`src/rtl/le_pipe.sv`:
```
// WIDTH-bit registered logic element with valid/ready handshake, a one-entry
// output register and an accumulator operand for chained bitwise reductions.
module le_pipe #(
  parameter int unsigned WIDTH = 8
) (
  input  logic             clk,
  input  logic             rst,
  input  logic             in_valid,
  output logic             in_ready,
  input  logic             m,
  input  logic [2:0]       s,
  input  logic             acc,
  input  logic             acc_clr,
  input  logic [WIDTH-1:0] a,
  input  logic [WIDTH-1:0] b,
  output logic             out_valid,
  input  logic             out_ready,
  output logic [WIDTH-1:0] x,
  output logic             zero,
  output logic             parity
);

  typedef enum logic [2:0] {
    OP_NOT_A  = 3'b000,
    OP_AND    = 3'b001,
    OP_PASS_A = 3'b010,
    OP_OR     = 3'b011,
    OP_XOR    = 3'b100,
    OP_NAND   = 3'b101,
    OP_NOR    = 3'b110,
    OP_XNOR   = 3'b111
  } op_e;

  logic             out_valid_q, out_valid_d;
  logic [WIDTH-1:0] x_q, x_d;
  logic             zero_q, zero_d;
  logic             parity_q, parity_d;
  logic [WIDTH-1:0] acc_q, acc_d;

  logic             accept_c;
  logic [WIDTH-1:0] op_b_c;
  logic [WIDTH-1:0] res_c;

  // A new op may enter when the output slot is empty or being drained this cycle.
  assign in_ready = !rst && (!out_valid_q || out_ready);
  assign accept_c = in_valid && in_ready;

  // A clear coinciding with an accumulator-sourced op forces B to zero for that op.
  always_comb begin
    op_b_c = b;
    if (acc) begin
      op_b_c = acc_clr ? '0 : acc_q;
    end
  end

  always_comb begin
    res_c = a;
    if (!m) begin
      unique case (op_e'(s))
        OP_NOT_A:  res_c = ~a;
        OP_AND:    res_c = a & op_b_c;
        OP_PASS_A: res_c = a;
        OP_OR:     res_c = a | op_b_c;
        OP_XOR:    res_c = a ^ op_b_c;
        OP_NAND:   res_c = ~(a & op_b_c);
        OP_NOR:    res_c = ~(a | op_b_c);
        OP_XNOR:   res_c = ~(a ^ op_b_c);
        default:   res_c = a;
      endcase
    end
  end

  always_comb begin
    out_valid_d = out_valid_q;
    x_d         = x_q;
    zero_d      = zero_q;
    parity_d    = parity_q;
    acc_d       = acc_q;
    if (accept_c) begin
      out_valid_d = 1'b1;
      x_d         = res_c;
      zero_d      = (res_c == '0);
      parity_d    = ^res_c;
      acc_d       = res_c;
    end else begin
      if (out_ready) begin
        out_valid_d = 1'b0;
      end
      if (acc_clr) begin
        acc_d = '0;
      end
    end
  end

  always_ff @(posedge clk) begin
    if (rst) begin
      out_valid_q <= 1'b0;
      x_q         <= '0;
      zero_q      <= 1'b1;
      parity_q    <= 1'b0;
      acc_q       <= '0;
    end else begin
      out_valid_q <= out_valid_d;
      x_q         <= x_d;
      zero_q      <= zero_d;
      parity_q    <= parity_d;
      acc_q       <= acc_d;
    end
  end

  assign out_valid = out_valid_q;
  assign x         = x_q;
  assign zero      = zero_q;
  assign parity    = parity_q;

endmodule

```
`config.mk`:
```
export PLATFORM = sky130hd
export DESIGN_NAME = le_pipe
export DESIGN_NICKNAME = d
export VERILOG_FILES = /design/src/rtl/le_pipe.sv
export SDC_FILE = /design/constraint.sdc
export NUM_CORES = 1
export LEC_CHECK = 0
export CAP_MARGIN = 15
export CORE_MARGIN = 3
export CORE_UTILIZATION = 40
export DETAILED_ROUTE_END_ITERATION = 10
export PLACE_DENSITY = 0.66
export SLEW_MARGIN = 20
export SYNTH_ARGS = -nofsm -noshare
export SYNTH_HDL_FRONTEND = slang
export SYNTH_SLANG_ARGS = --single-unit
```
`constraint.sdc`:
```
create_clock -name clk -period 4.2 [get_ports clk]
set_input_delay 0.84 -clock clk [delete_from_list [all_inputs] [get_ports clk]]
set_output_delay 0.84 -clock clk [all_outputs]
set_load 0.05 [all_outputs]
```
==> results.cfg <==
[sta]
relSlewSlack = 0.627
finalHoldViolCount = 0
setup_ws_ps = 548
fmax_mhz = 274
holdWs_ps = 491
maxSlewViolCount = 0
rsz0062_at_grt = no
skew_ps = 2.38
finalCritPeriodShare = 0.869
post-route-min-period_ps = 3650
fin_tns_setup_ps = 0
tightest_slew_ps = 557
setup_viol = 0

[clock_network]
insertion_delay_ps = 260
cts_tree = done
cts_setup_buffers = 0
post_cts_resized = 0
cts_max_level = 1
cts_buffer_depth = 2
cts_buffers = 3
cts_sinks = 19
clockRootBuffer = clkbuf_8
clkTransAtPathRegs_ps = 70
postCtsHoldBufs = 0

[final_layout]
areaGrowthSynthToFinish_pct = 24.4
fin_nets = 314
drive_above_1_share = 0.0936
final_cell_area_sq_um = 2310
fin_cells = 319
fill_cells = 445
diodes = 0

[outcome]
status = complete, no violations

[critical_path]
rr_startpoint = acc_q[2]
crit_chain = clkdlybuf4s50_1 -> mux2_2 -> inv_1 -> ha_1 -> nor2b_1 -> a21oi_1 -> mux4_2 -> o21a_1 -> ha_1 -> xnor2_1 -> xnor2_1 -> o21ai_0
path_max_fanout = 8
crit_arrival_ps = 3790
crit_path_end_kind = flip-flop
slowest_stage = clkdlybuf4s50_1
cp.required_ps = 4340
reg2regPathDepth = 12
crit_path_start_kind = input port
r2r-end = parity
r2r_slack_ps = 1510
critPathMaxStageDelay_ps = 700
path_class = in -> reg

[placement]
hpwl_microns = 3500
placed_area_sq_um = 2260
io_buffer_count = 37
place_inst = 315
place_ws_ps = 276
gp_congestion = 0.757

[flow_run]
drv_cap = 0

[logic_synthesis]
synth.distinct_cells = 49
synth_flop_cell = dfxtp_1
synth_nets = 282
synth_area_leaders = dfxtp_1, ha_1, mux2_2, nor2_1, nor2b_1
synthTopCellsByCount = nor2_1, ha_1, dfxtp_1
synthCells = 236
syn_avg_cell_area_sq_um = 7.85
synthMostInstantiatedCell = nor2_1
synth_area_leader_cell = dfxtp_1
synth-edff-count = 0
yosysTopAreaCellShare = 0.205
ys_seq_area_frac = 0.205
synth-async-reset-ratio = 0
ys_ff_latch = 19
yosysWarnings = 0
netlist_area_sq_um = 1850

[die]
die_height_microns = 74.1
dieArea_sq_um = 5480
ios = 38
coreArea_sq_um = 4410
die_w_microns = 74.1
rows = 24
initial_utilization = 0.420

[drt]
drc_errors = 0
totalWireLength_microns = 4380
drtAntennaViolNets = 0
wl_per_cell_microns = 13.7
drtIter0Drc = 69
drt_pre_antenna_iters = 4
viasPerCell = 5.42
num_vias = 1728

[global_routing]
track_usage = 0.162
antenna_found_initial = 0
grt_first_pass_wirelength_microns = 7020
grt_pass1_vias = 1558
grt_max_degree = 33
grt_remaining_overflow = 0

[power]
power_density_nw_per_um2 = 256
irDropWorstVdd_uv = 160
cellLeakagePower_nw = 0.962

[worst_hold_path]
holdPathStages = 2
hp-class = reg -> reg
min_to = x[6]
holdCritStartpoint = x[6]
[metal layers]
metal,global-route usage,up-vias,routed length (microns)
li1,-,907,-
met1,0.203,784,2030
met2,0.288,33,2150
met3,0.0338,4,175
met4,0.0302,0,28
met5,0,-,0
[where the power goes]
part / switching, mW / internal [mW] / leakage, nW
Sequential: 0.00636 / 0.195 / 0.157
Clock: 0.0597 / 0.0659 / 0.0255
Combinational: 0.144 / 0.118 / 0.780
Total: 0.210 / 0.380 / 0.962
[layout make-up]
cell class | count | area [sq um] | share of cell area
clock buffer | 3 | 41.3 | 0.0179
clock inverter | 1 | 5.00 | 0.00217
inverter | 18 | 67.6 | 0.0293
multi-input combinational | 183 | 1320 | 0.572
sequential | 19 | 380 | 0.165
tap | 52 | 65.1 | 0.0282
timing repair buffer | 43 | 428 | 0.186
[cell families after synthesis]
kind of cell	Yosys count	synth area share
simple gates	83	0.220
compound gates	61	0.234
xor+xnor	4	0.0189
mux	15	0.101
flops	19	0.205
fa+ha+maj	20	0.135
buf+inv	34	0.0857
[through the flow]
stage          utilization  total power [mW]
3_5_place_dp         0.512             0.469
3_3_place_gp         0.512             0.465
5_1_grt              0.522             0.627
6_report             0.522             0.589
2_1_floorplan            -             0.388
4_1_cts              0.522             0.598
[worst max-delay path, delay by kind of cell]
family	cells	cell delay, ps
AO/OA/AOI/OAI	3	340
XOR/XNOR	2	320
adder cells (fa/ha/maj)	2	530
buffers and inverters	2	760
AND/OR/NAND/NOR	1	110
multiplexers	2	890
[cells in the final DEF (no fill, tap or decap), drive strengths merged, types with 3 or more instances in the layout]
master         instances
ha                    20
clkbuf                 3
a21boi                 4
nand2                 15
a21oi                 10
mux2i                  4
nand2b                 5
clkdlybuf4s50         37
inv                   18
xnor2                  3
nand3                  3
nor2b                 12
mux2                   9
a22oi                  3
buf                    6
nor3                  13
a221oi                 5
nor2                  26
o21ai                 11
a211oi                 5
dfxtp                 19
[sequential cells by signal, indices dropped and copies added, names as in the netlist]
signal / count
parity: 1
acc_q: 8
x: 8
zero: 1
out_valid: 1
[worst max path at each step]
stage                     startpoint  endpoint  slack, ps  cells after the start
after floorplan                  acc    parity        880                     12
after global placement           acc    parity        360                     12
after detailed placement         acc    parity        280                     12
after CTS                        acc    parity        530                     12
after global routing         acc_clr    parity        330                     14
final                            acc    parity        550                     12
Note: power is estimated with default switching activity, not from simulation.
